==> src/rtl/math_pkg.sv <==
// Shared types and helpers for the shift-accumulate multiplier family:
// FSM state encoding, iteration-count arithmetic and two's complement magnitude.
package math_pkg;

    typedef enum logic [1:0] {
        IDLE = 2'd0,
        CALC = 2'd1,
        DONE = 2'd2
    } mult_state_e;

    function automatic int iter_cnt(input int n_dw, input int r);
        return (n_dw + r - 1) / r;
    endfunction

    // Magnitude of a value already sign-extended to 64 bits; unsigned when tc=0.
    function automatic logic [63:0] abs_tc(input logic [63:0] value, input logic tc);
        return (tc && value[63]) ? (~value + 64'd1) : value;
    endfunction

endpackage

==> src/rtl/mult_sa_rk_pp.sv <==
// M_DW x R partial-product generator: sum of the multiplicand shifted by each
// set bit of the R-bit multiplier digit. For R=1 this collapses to an AND array.
module mult_sa_rk_pp #(
    parameter int M_DW = 8,
    parameter int R    = 2
) (
    input  logic [M_DW-1:0]   m,
    input  logic [R-1:0]      n,
    output logic [M_DW+R-1:0] pp
);

    always_comb begin
        // NOTE: combinational outputs get a default before any conditional update so no latch is inferred.
        pp = '0;
        for (int i = 0; i < R; i++) begin
            if (n[i]) pp = pp + ((M_DW + R)'(m) << i);
        end
    end

endmodule

==> src/rtl/mult_sa_rk.sv <==
// Radix-2^R shift-accumulate multiplier with valid/ready operand and product handshakes.
// Optional MULT_SA_RK_EARLY_TERM_EN: leave CALC once the remaining multiplier bits are zero.
module mult_sa_rk
    import math_pkg::*;
#(
    parameter int A_DW = 8,
    parameter int B_DW = 8,
    parameter int R    = 2,
    localparam int C_DW = A_DW + B_DW
) (
    input  logic            clk_i,
    input  logic            rst_ni,
    input  logic [1:0]      tc_mode_i,
    input  logic            in_vld_i,
    output logic            in_rdy_o,
    input  logic [A_DW-1:0] a_i,
    input  logic [B_DW-1:0] b_i,
    output logic            c_vld_o,
    input  logic            c_rdy_i,
    output logic [C_DW-1:0] c_o,
    output logic            busy_o
);

    localparam int M_DW = (A_DW >= B_DW) ? A_DW : B_DW;
    localparam int N_DW = (A_DW >= B_DW) ? B_DW : A_DW;
    localparam int ITER = iter_cnt(N_DW, R);
    localparam int NP   = ITER * R;
    localparam int CW   = $clog2(ITER + 1);

    mult_state_e       state_q;
    logic [CW-1:0]     cnt_q;
    logic [M_DW-1:0]   m_q;
    logic [M_DW-1:0]   h_q;
    logic [NP-1:0]     l_q;
    logic              c_neg_q;
    logic [C_DW-1:0]   c_q;
    logic              c_vld_q;
    logic              busy_q;

    logic              a_neg, b_neg, accept, last, done_now;
    logic [A_DW-1:0]   a_mag;
    logic [B_DW-1:0]   b_mag;
    logic [M_DW-1:0]   m_in;
    logic [N_DW-1:0]   n_in;
    logic [M_DW+R-1:0] pp, sum;
    logic [M_DW+NP-1:0] step, prod;
    logic [C_DW-1:0]   p, result;

    assign a_neg = tc_mode_i[0] & a_i[A_DW-1];
    assign b_neg = tc_mode_i[1] & b_i[B_DW-1];
    assign a_mag = A_DW'(abs_tc({{(64 - A_DW){a_neg}}, a_i}, tc_mode_i[0]));
    assign b_mag = B_DW'(abs_tc({{(64 - B_DW){b_neg}}, b_i}, tc_mode_i[1]));

    // The wider operand is the multiplicand so the iteration count follows the narrower one.
    if (A_DW >= B_DW) begin : g_a_is_m
        assign m_in = a_mag;
        assign n_in = b_mag;
    end else begin : g_b_is_m
        assign m_in = b_mag;
        assign n_in = a_mag;
    end

    assign in_rdy_o = (state_q == IDLE) || ((state_q == DONE) && c_rdy_i);
    assign accept   = in_vld_i && in_rdy_o;

    mult_sa_rk_pp #(.M_DW(M_DW), .R(R)) u_pp (
        .m  (m_q),
        .n  (l_q[R-1:0]),
        .pp (pp)
    );

    assign sum  = {{R{1'b0}}, h_q} + pp;
    assign step = (M_DW + NP)'({sum, l_q} >> R);
    assign last = (cnt_q == CW'(ITER - 1));

`ifdef MULT_SA_RK_EARLY_TERM_EN
    int            shamt;
    logic [NP-1:0] rest;

    // After this step the low shamt bits of the shifted L are still unconsumed multiplier bits.
    always_comb begin
        shamt = (ITER - 1 - int'(cnt_q)) * R;
        rest  = (l_q >> R) & ~({NP{1'b1}} << shamt);
    end

    assign done_now = last || (rest == '0);
    assign prod     = step >> shamt;
`else
    assign done_now = last;
    assign prod     = step;
`endif

    assign p      = C_DW'(prod);
    assign result = c_neg_q ? -p : p;

    always_ff @(posedge clk_i or negedge rst_ni) begin
        if (!rst_ni) begin
            state_q <= IDLE;
            cnt_q   <= '0;
            m_q     <= '0;
            h_q     <= '0;
            l_q     <= '0;
            c_neg_q <= 1'b0;
            c_q     <= '0;
            c_vld_q <= 1'b0;
            busy_q  <= 1'b0;
        end else begin
            // NOTE: state registers use non-blocking assignment so every read sees the pre-edge value.
            case (state_q)
                IDLE: begin
                    if (accept) begin
                        state_q <= CALC;
                        busy_q  <= 1'b1;
                    end
                end
                CALC: begin
                    h_q <= step[M_DW+NP-1:NP];
                    l_q <= step[NP-1:0];
                    if (done_now) begin
                        state_q <= DONE;
                        busy_q  <= 1'b0;
                        c_vld_q <= 1'b1;
                        c_q     <= result;
                    end else begin
                        cnt_q <= cnt_q + CW'(1);
                    end
                end
                DONE: begin
                    if (c_rdy_i) begin
                        c_vld_q <= 1'b0;
                        state_q <= in_vld_i ? CALC : IDLE;
                        busy_q  <= in_vld_i;
                    end
                end
                default: state_q <= IDLE;
            endcase

            // Capture happens only in IDLE or a consumed DONE, never while CALC updates H/L.
            if (accept) begin
                m_q     <= m_in;
                h_q     <= '0;
                l_q     <= NP'(n_in);
                cnt_q   <= '0;
                c_neg_q <= a_neg ^ b_neg;
            end
        end
    end

    assign c_o     = c_q;
    assign c_vld_o = c_vld_q;
    assign busy_o  = busy_q;

endmodule
==> config.mk <==
export PLATFORM = sky130hd
export DESIGN_NAME = mult_sa_rk
export DESIGN_NICKNAME = d
export VERILOG_FILES = /design/src/rtl/math_pkg.sv /design/src/rtl/mult_sa_rk_pp.sv /design/src/rtl/mult_sa_rk.sv
export SDC_FILE = /design/constraint.sdc
export NUM_CORES = 1
export LEC_CHECK = 0
export BUFFER_PORTS_ARGS = -buffer_cell sky130_fd_sc_hd__buf_2
export CAP_MARGIN = 20
export CORE_MARGIN = 5
export CORE_UTILIZATION = 50
export CTS_CLUSTER_SIZE = 20
export DETAILED_ROUTE_END_ITERATION = 8
export PLACE_DENSITY_LB_ADDON = 0.15
export SKIP_LAST_GASP = 1
export SLEW_MARGIN = 20
export SYNTH_ARGS = -nofsm -noshare
export SYNTH_HDL_FRONTEND = slang
export SYNTH_SLANG_ARGS = --single-unit
==> constraint.sdc <==
create_clock -name clk_i -period 3.67 [get_ports clk_i]
set_input_delay 0.1835 -clock clk_i [delete_from_list [all_inputs] [get_ports clk_i]]
set_output_delay 0.1835 -clock clk_i [all_outputs]
set_load 0.03 [all_outputs]
== Word level (Yosys, flattened, before mapping) ==
Index checks and enable logic that the tools add are counted.

* Memory bits (read-only): 0
* Output and inout port bits: 19
* Memories kept: 0
* Flip-flop bits (word level): 48
* Bits in latches: 0
* Bits in writable memories: 0
* Input bits: 22

* Shift operators: 0
* Mux-type cells: 24
* $add $sub $neg: 6
* Reductions and logical operators: 14
* Order comparisons: 0
* Divide/modulo/power cells: 0
* Bitwise gates (word level): 5
* Equality and inequality tests: 7
* $mul: 0

{| class="wikitable"
|+ Operators with widths
! operator !! number
|-
| 8-bit 2-to-1 mux || 7
|-
| 8-bit by 1-bit adder with 8-bit output, second input constant || 2
|-
| 16-bit 2-to-1 mux || 1
|-
| 16-bit negation || 1
|-
| 8-bit NOT || 2
|-
| 10-bit by 9-bit adder with 10-bit output || 1
|-
| 8-bit by 10-bit adder with 10-bit output || 1
|-
| 10-bit 2-to-1 mux || 1
|-
| 3-bit 2-to-1 mux || 3
|-
| 2-bit != test, second input constant || 4
|-
| 1-bit 2-to-1 mux || 6
|-
| 2-bit 2-to-1 mux || 3
|-
| 2-bit one-hot mux with 3 select lines || 1
|-
| 3-bit AND reduction || 2
|-
| 1-bit logical AND || 4
|-
| 2-bit AND reduction || 2
|-
| 4-bit AND reduction || 1
|-
| 2-bit nonzero test || 2
|-
| 3-bit by 1-bit adder with 3-bit output, second input constant || 1
|-
| 3-bit by 2-bit equality test with 1-bit output, second input constant || 1
|-
| 1-bit one-hot mux with 3 select lines || 1
|-
| 3-bit nonzero test || 1
|-
| 1-bit bitwise AND || 2
|-
| 2-bit by 1-bit equality test with 1-bit output, second input constant || 1
|-
| 5 further kinds || 5
|}

== Logic depth before layout (Yosys ltp) ==
Gate-level depths: netlist of run 1.

* Depth in word-level cells: 6
* Depth in mapped cells: 21

== Modules after synthesis ==
Synthesis of run 1 repeated with hierarchy kept, for this count alone.

* Cells, all modules: 399
* Area total of the unflattened synthesis: 3395.8 sq um

{| class="wikitable"
|+ Modules (own cells, without submodules)
! module !! cells each !! times used !! area each (sq um)
|-
| mult_sa_rk || 334 || 1 || 2924.1
|-
| mult_sa_rk_pp || 65 || 1 || 471.7
|}

== Worst setup path after synthesis of run 1 ==
No wires, ideal clock.

* Path type: reg2reg
* Start point: register l_q[0]
* End point: register c_q[15] (netlist: c_o[15])
* Path buffers: 1
* Data required time: 3545 ps
* Cell stages (with the launch flop): 22
* Setup slack: -209 ps
* Data arrival time: 3754 ps
* Path through: dfrtp_1 > clkbuf_1 > nand2_1 > inv_1 > ha_1 > inv_1 > fa_1 > nor2b_2 > and3_1 > o31ai_1 > and2_1 > xnor2_1 > mux2_2 > ha_1 > inv_1 > nor2_1 > nor2_1 > a2111oi_0 > a41oi_1 > o311a_1 > xnor2_1 > mux2_2

* Cells in the longest elaborated chain, start to end: 6

{| class="wikitable"
|+ RTL lines
! element !! RTL line !! text
|-
| start: declaration || mult_sa_rk.sv:34 || <nowiki>logic [NP-1:0] l_q;</nowiki>
|-
| start signal: assignment || mult_sa_rk.sv:118 || <nowiki>l_q <= step[NP-1:0];</nowiki>
|-
| start signal: assignment || mult_sa_rk.sv:142 || <nowiki>l_q <= NP'(n_in);</nowiki>
|-
| 8-bit 2-to-1 mux * || mult_sa_rk_pp.sv:16 || <nowiki>if (n[i]) pp = pp + ((M_DW + R)'(m) << i);</nowiki>
|-
| 10-bit by 9-bit adder with 10-bit output || mult_sa_rk_pp.sv:16 ||
|-
| 10-bit 2-to-1 mux * || mult_sa_rk_pp.sv:16 ||
|-
| 8-bit by 10-bit adder with 10-bit output * || mult_sa_rk.sv:72 || <nowiki>assign sum = {{R{1'b0}}, h_q} + pp;</nowiki>
|-
| 16-bit negation || mult_sa_rk.sv:94 || <nowiki>assign result = c_neg_q ? -p : p;</nowiki>
|-
| 16-bit 2-to-1 mux * || mult_sa_rk.sv:94 ||
|-
| end signal: assignment || mult_sa_rk.sv:123 || <nowiki>c_q <= result;</nowiki>
|-
| end: declaration || mult_sa_rk.sv:36 || <nowiki>logic [C_DW-1:0] c_q;</nowiki>
|}

Mark *: on every way between the ends. The rest lies on a longest branch, timed or not.
A chain may end at the register's enable or synchronous reset.

== Final worst setup path of run 1 ==
* Start point: register m_q[1]
* End point: register c_q[14] (netlist: c_o[14])

* Cells in the longest elaborated chain, start to end: 6

{| class="wikitable"
|+ RTL lines
! element !! RTL line !! text
|-
| start: declaration || mult_sa_rk.sv:32 || <nowiki>logic [M_DW-1:0] m_q;</nowiki>
|-
| start signal: assignment || mult_sa_rk.sv:140 || <nowiki>m_q <= m_in;</nowiki>
|-
| 8-bit 2-to-1 mux || mult_sa_rk_pp.sv:16 ||
|-
| 10-bit by 9-bit adder with 10-bit output || mult_sa_rk_pp.sv:16 ||
|-
| 10-bit 2-to-1 mux * || mult_sa_rk_pp.sv:16 ||
|-
| 8-bit by 10-bit adder with 10-bit output * || mult_sa_rk.sv:72 ||
|-
| 16-bit negation || mult_sa_rk.sv:94 ||
|-
| 16-bit 2-to-1 mux * || mult_sa_rk.sv:94 ||
|}

Marked as above.

==> results of run 1 <==
-- synth_stat cells, types with 8 or more instances --
cell      count
xor2_1       17
o21ai_1      24
nand2_1      58
xnor2_1      18
nor2_1       32
ha_1         17
o31ai_1       8
nand3_1      19
o21ai_0      24
clkbuf_1     12
dfrtp_1      48
a21oi_1      16
inv_1        23
-- cell type report --
cell class,instances,area (um^2),area share [%]
sequential,48,1200,30.7
clock inverter,1,8.76,0.224
clock buffer,6,82.6,2.11
inverter,23,86.3,2.21
timing repair buffer,54,310,7.93
multi-input combinational,313,2130,54.3
tap,77,96.3,2.46
-- sequential cells by signal, summed over array words and instances (netlist names) --
register and cells:
busy_o 1, c_neg_q 1, c_o 16, c_vld_o 1
cnt_q 3, h_q 8, l_q 8, m_q 8
state_q 2
-- repair_timing --
action	CTS	global route
setup endpoints to repair	0	3
hold buffers	0	1
setup buffers	0	4
hold endpoints to repair	0	48
resized for setup	0	30
-- routing by layer --
layer  wire (um)  track usage [%]  up-vias
met2        3730             30.1       62
met3         326             3.80       14
met5           0                0        -
met4         101             5.40        0
met1        3570             24.9     1389
li1            -                -     1489
-- worst max-delay path by stage --
stage	end	start	slack, ns	depth (start not counted)
after floorplan	c_o[15]	l_q[0]	0.01	21
after global placement	c_o[15]	l_q[0]	0.11	20
after detailed placement	c_o[15]	l_q[0]	0.04	20
after CTS	c_o[15]	l_q[0]	0.009	20
after global routing	c_o[15]	l_q[0]	-0.07	20
final	c_o[14]	m_q[1]	0.09	17
-- power by group through the flow --
stage                     clock, mW  sequential, mW  combinational, mW
after floorplan                   0            1.11               1.67
after global placement            0            1.02               2.32
after detailed placement          0            1.03               2.38
after CTS                     0.342            1.02               2.39
after global routing          0.366            1.07               2.86
final                         0.328            1.03               2.59
-- worst max-delay path: stages, from the launching register on --
cell     delay [ns]
dfrtp_1        0.41
nand2_2        0.07
inv_2          0.07
ha_4           0.13
inv_2          0.04
fa_2           0.37
nor2b_4        0.14
o21ai_0        0.08
and3_1         0.20
o21ai_2        0.11
xor2_1         0.22
ha_1           0.34
or3_1          0.41
nand2_2        0.10
nand4_1        0.13
o41ai_2        0.36
xnor2_1        0.18
o21ai_1        0.07
-- logic make-up after synthesis --
| kind of cell | after synthesis |
|---|---|
| compound gates | 104 |
| xor+xnor | 35 |
| fa+ha+maj | 19 |
| buf+inv | 39 |
| flops | 48 |
| mux | 8 |
| simple gates | 147 |
==> impl_metrics.env, run 1 <==
export IMPL_hp_class="in -> reg"
export IMPL_regToRegEndpoint="c_o[14]"
export IMPL_synth_top_family_by_area="simple AND/OR/NAND/NOR gates"
export IMPL_placed_cells=510
export IMPL_min_period_ns=3.58
export IMPL_whs_path_depth=2
export IMPL_clk_latency_ns=0.30
export IMPL_finalClockSkew_ns=0.00512
export IMPL_holdWs_ns=0.0890
export IMPL_synth_compound_area_share_pct=19.4
export IMPL_pre_cts_slack_ns=0.0366
export IMPL_hp_start="c_rdy_i"
export IMPL_rows=29
export IMPL_hold_violations=0
export IMPL_synthAdderAreaFrac_pct=7.59
export IMPL_synthToLayoutAreaGrowth_pct=17.5
export IMPL_syn_inst=400
export IMPL_synth_edf_count=0
export IMPL_clk_pin_slew_ns=0.09
export IMPL_fin_setup_tns_ns=0
export IMPL_cp_required_ns=3.84
export IMPL_p_leak_nw=1.79
export IMPL_num_vias=2954
export IMPL_synthXorXnorAreaFrac_pct=9.21
export IMPL_ys_seq_area_share_pct=36.1
export IMPL_nets=486
export IMPL_post_route_cell_area_um2=3910
export IMPL_synth_simple_area_share_pct=20.3
export IMPL_cts_root_buf="clkbuf_8"
export IMPL_avgSynthCellArea_um2=8.32
export IMPL_drt_iter0_drc=118
export IMPL_worstMarginPinSlew_ns=0.858
export IMPL_power_mw=3.95
export IMPL_crit_fanout=6
export IMPL_crit_arrival_ns=3.74
export IMPL_worstSetupPathType="reg -> reg"
export IMPL_rr_worst_depth=17
export IMPL_p_clk_share_pct=8.3
export IMPL_finalWorstSetupSlack_ns=0.0942
export IMPL_detailed_place_area_um2=3650
export IMPL_chipWidth_um=91.6
export IMPL_synth_flop_cell="dfrtp_1"
export IMPL_place_hpwl_um=5700
export IMPL_pwr_share_comb_pct=65.6
export IMPL_syn_cell_area_um2=3330
export IMPL_power_frac_seq_pct=26.1
export IMPL_io_pins=41
export IMPL_reg2reg_slack_ns=0.09
export IMPL_drt_total_wl_um=7730
export IMPL_instances_no_fill=522
export IMPL_finalSetupViolations=0
export IMPL_final_common_cell="nand2_1"
export IMPL_first_pass_iters=4
export IMPL_coreArea_um2=6420
export IMPL_outcome="completed"
export IMPL_dieArea_um2=8390
export IMPL_antennaDiodeCount=0
export IMPL_clock_sinks=48
export IMPL_ys_ff_latch=48
export IMPL_powerDensity_nw_per_um2=1010
export IMPL_drive_gt1_share_pct=22.5
export IMPL_finalCritPeriodShare_pct=97.4
export IMPL_cts_tree="yes"
export IMPL_drv_slew=0
export IMPL_clock_path_buffers=2
export IMPL_synth_cell_types=53
export IMPL_rsz0062_at_grt="true"
export IMPL_gp_congestion=0.816
export IMPL_grt_overflow=0
export IMPL_min_to="state_q[1]"
export IMPL_wl_per_cell_um=14.8
export IMPL_netSwitchingFraction_pct=49.4
export IMPL_cts_inserted_buffers=5
export IMPL_intPower_mw=2.00
export IMPL_endpoint_kind="flop"
export IMPL_ir_worst_vdd_v=0.000507
export IMPL_via_per_inst=5.66
export IMPL_reg2reg_from="m_q[1]"
export IMPL_grt_pass1_wl_um=12800
export IMPL_crit_path_start_kind="flop"
export IMPL_grt_pass1_vias=2774
export IMPL_drv_cap=0
export IMPL_drc=0
export IMPL_yosysWarnings=0
export IMPL_syn_nets=441
export IMPL_synthMuxAreaShare_pct=2.56
export IMPL_antenna_found_initial=0
export IMPL_yosysTopAreaCellShare_pct=36.1
export IMPL_ctsHtreeMaxLevel=2
export IMPL_grt_max_degree=49
export IMPL_io_buffers=40
export IMPL_start_util_pct=51.8
export IMPL_gr_usage_all_layers_pct=18.5
export IMPL_layout_common_cells="nand2_1 (56), dfrtp_1 (47), buf_2 (39)"
export IMPL_yosys_area_top_type="dfrtp_1"
export IMPL_yosys_top_cells_area="dfrtp_1 (36%), nand2_1 (6.5%), ha_1 (6.4%), xnor2_1 (4.7%), xor2_1 (4.5%)"
export IMPL_p_sw_mw=1.95
export IMPL_fmax_mhz=280
export IMPL_ys_async_sr_fraction_pct=100
export IMPL_final_core_util_pct=60.9
export IMPL_ant_nets=0
export IMPL_fillers=602
export IMPL_die_y_um=91.6
export IMPL_timing_slew_headroom_pct=42.6
Power figures use the tool's default switching activity.
==> run 2, diff against run 1 <==
--- a/config.mk
+++ b/config.mk
@@ -12,6 +12,7 @@
 export CTS_CLUSTER_SIZE = 20
 export DETAILED_ROUTE_END_ITERATION = 8
 export PLACE_DENSITY_LB_ADDON = 0.15
+export SETUP_SLACK_MARGIN = 0.4
 export SKIP_LAST_GASP = 1
 export SLEW_MARGIN = 20
 export SYNTH_ARGS = -nofsm -noshare
==> run 2 against run 1 <==
  * Clock skew rose by 0.00053 ns
  * Total power rose by 6.5%
  * Critical path depth rose by 3
  * Register-to-register slack barely moved
  * Sequential cell count did not move
  * Via count rose by 1.4%
  * Clock-buffer cell count fell by 1
  * Critical endpoint is now c_o[15]
==> impl_metrics.env, run 2 (synthesis gave the netlist of run 1 again) <==
export IMPL_outcome="completed"
export IMPL_powerDensity_nw_per_um2=1040
export IMPL_cts_inserted_buffers=5
export IMPL_cp_num_buf_inv=3
export IMPL_drc=0
export IMPL_die_y_um=91.6
export IMPL_cts_root_buf="clkbuf_8"
export IMPL_ctsHtreeMaxLevel=2
export IMPL_cp_required_ns=3.87
export IMPL_coreArea_um2=6420
export IMPL_grt_max_degree=49
export IMPL_gr_usage_all_layers_pct=18.9
export IMPL_crit_arrival_ns=3.78
export IMPL_io_buffers=40
export IMPL_rsz0062_at_grt="true"
export IMPL_start_util_pct=51.8
export IMPL_hold_violations=0
export IMPL_p_leak_nw=1.84
export IMPL_nets=490
export IMPL_drv_cap=0
export IMPL_crit_slowest_cell="dfrtp_2"
export IMPL_crit_fanout=4
export IMPL_synthToLayoutAreaGrowth_pct=21.8
export IMPL_num_vias=2995
export IMPL_clk_latency_ns=0.30
export IMPL_place_hpwl_um=5640
export IMPL_dieArea_um2=8390
export IMPL_grt_pass1_vias=2866
export IMPL_timing_slew_headroom_pct=37.9
export IMPL_fmax_mhz=279
export IMPL_drive_gt1_share_pct=25.1
export IMPL_worstMarginPinSlew_ns=0.920
export IMPL_hp_class="in -> reg"
export IMPL_wl_per_cell_um=15.1
export IMPL_min_period_ns=3.58
export IMPL_antennaDiodeCount=0
export IMPL_grt_overflow=0
export IMPL_layout_common_cells="nand2_1 (55), dfrtp_1 (46), buf_2 (40)"
export IMPL_fin_setup_tns_ns=0
export IMPL_drt_iter0_drc=211
export IMPL_finalClockSkew_ns=0.00565
export IMPL_io_pins=41
export IMPL_clock_path_buffers=2
export IMPL_finalWorstSetupSlack_ns=0.0880
export IMPL_first_pass_iters=4
export IMPL_drv_slew=0
export IMPL_crit_family="adder cells"
export IMPL_finalSetupViolations=0
export IMPL_antenna_found_initial=0
export IMPL_endpoint_kind="flop"
export IMPL_finalCritPeriodShare_pct=97.6
export IMPL_chipWidth_um=91.6
export IMPL_rows=29
export IMPL_drt_total_wl_um=7960
export IMPL_worstSetupPathType="reg -> reg"
export IMPL_path_cells="nand2_4, inv_4, ha_4, inv_2, fa_2, nor2b_4, and3_4, o31ai_2, and2_1, xnor2_1, mux2_4, ha_4, inv_4, nor2_4, nor2_4, a21oi_2, xor2_1, a31oi_2, xnor2_1, mux2_2"
export IMPL_critPathMaxStageDelay_ns=0.43
export IMPL_ir_worst_vdd_v=0.000537
export IMPL_clk_pin_slew_ns=0.09
export IMPL_final_common_cell="nand2_1"
export IMPL_pre_cts_slack_ns=-0.0112
export IMPL_cts_tree="yes"
export IMPL_ant_nets=0
export IMPL_via_per_inst=5.68
export IMPL_clock_sinks=48
export IMPL_crit_path_start_kind="flop"
export IMPL_largest_reg_flops=16
export IMPL_gp_congestion=0.833
export IMPL_grt_pass1_wl_um=13200
[run 2: changes by cell type in the layout (fill, tap and decap cells not counted), sizes merged]
cell    previous run  this run
clkinv             1         0
clkbuf             6         5
buf               53        57
bufinv             0         2
inv               23        24
[run 2: path summary, 6_finish.rpt]
path / to / cells after the start / slack, ns / from
worst max-delay path: c_o[15] / 20 / 0.09 / l_q[0]
worst min-delay path: state_q[1] / 2 / 0.08 / c_rdy_i
worst max register to register: c_o[15] / 20 / 0.09 / l_q[0]
worst min register to register: c_o[1] / 2 / 0.48 / c_o[1]
max in group asynchronous: l_q[0] / 3 / 2.73 / rst_ni
min in group asynchronous: c_o[12] / 3 / 0.50 / rst_ni
[run 2: cell type report]
type | count | area, um^2
multi-input cells | 313 | 2190
flip-flops and latches | 48 | 1200
inverters | 23 | 91.3
well taps | 77 | 96.3
clock buffers | 5 | 68.8
fillers | 575 | 2370
clock inverters | 3 | 68.8
repair buffers | 58 | 338
[run 2: metrics by stage]
stage                     instance area [um^2]  utilization (%)  std cells  power [mW]  hold slack [ns]
after floorplan                           3390                -        400        2.80           -0.112
after global placement                    3670             57.2        511        3.36            0.312
after detailed placement                  3670             57.2        511        3.41            0.323
after CTS                                 3900             60.7        522        3.99           0.0754
after global routing                      4050             63.1        527        4.57           0.0983
final                                     4050             63.1        527        4.21           0.0845
[run 2: worst register-to-register path, stage by stage (launching register included)]
cell	delay, ns
dfrtp_2	0.43
nand2_4	0.07
inv_4	0.05
ha_4	0.14
inv_2	0.04
fa_2	0.38
nor2b_4	0.15
and3_4	0.19
o31ai_2	0.07
and2_1	0.16
xnor2_1	0.12
mux2_4	0.27
ha_4	0.29
inv_4	0.04
nor2_4	0.12
nor2_4	0.07
a21oi_2	0.11
xor2_1	0.24
a31oi_2	0.14
xnor2_1	0.15
mux2_2	0.25
[run 2: repair_timing]
action	in CTS	in global routing
resized for setup	16	24
hold buffers	1	0
hold endpoints to repair	42	0
setup endpoints to repair	6	8
setup buffers	2	5
pin swaps	7	7
[run 2: report_power, final]
part	total, mW	switching, mW	leakage [nW]	internal (mW)
registers	1.04	0.262	0.602	0.777
logic	2.71	1.56	1.17	1.15
clock network	0.463	0.188	0.0687	0.274
[run 2: routing by layer]
metal / vias to the layer above / wire length (um) / share of wire (%) / track usage [%]
met5: - / 0 / 0 / 0
met1: 1414 / 3720 / 47 / 24.9
met2: 76 / 3850 / 48 / 32.7
met3: 8 / 329 / 4.1 / 2.89
li1: 1497 / - / - / -
met4: 0 / 59 / 0.74 / 4.02
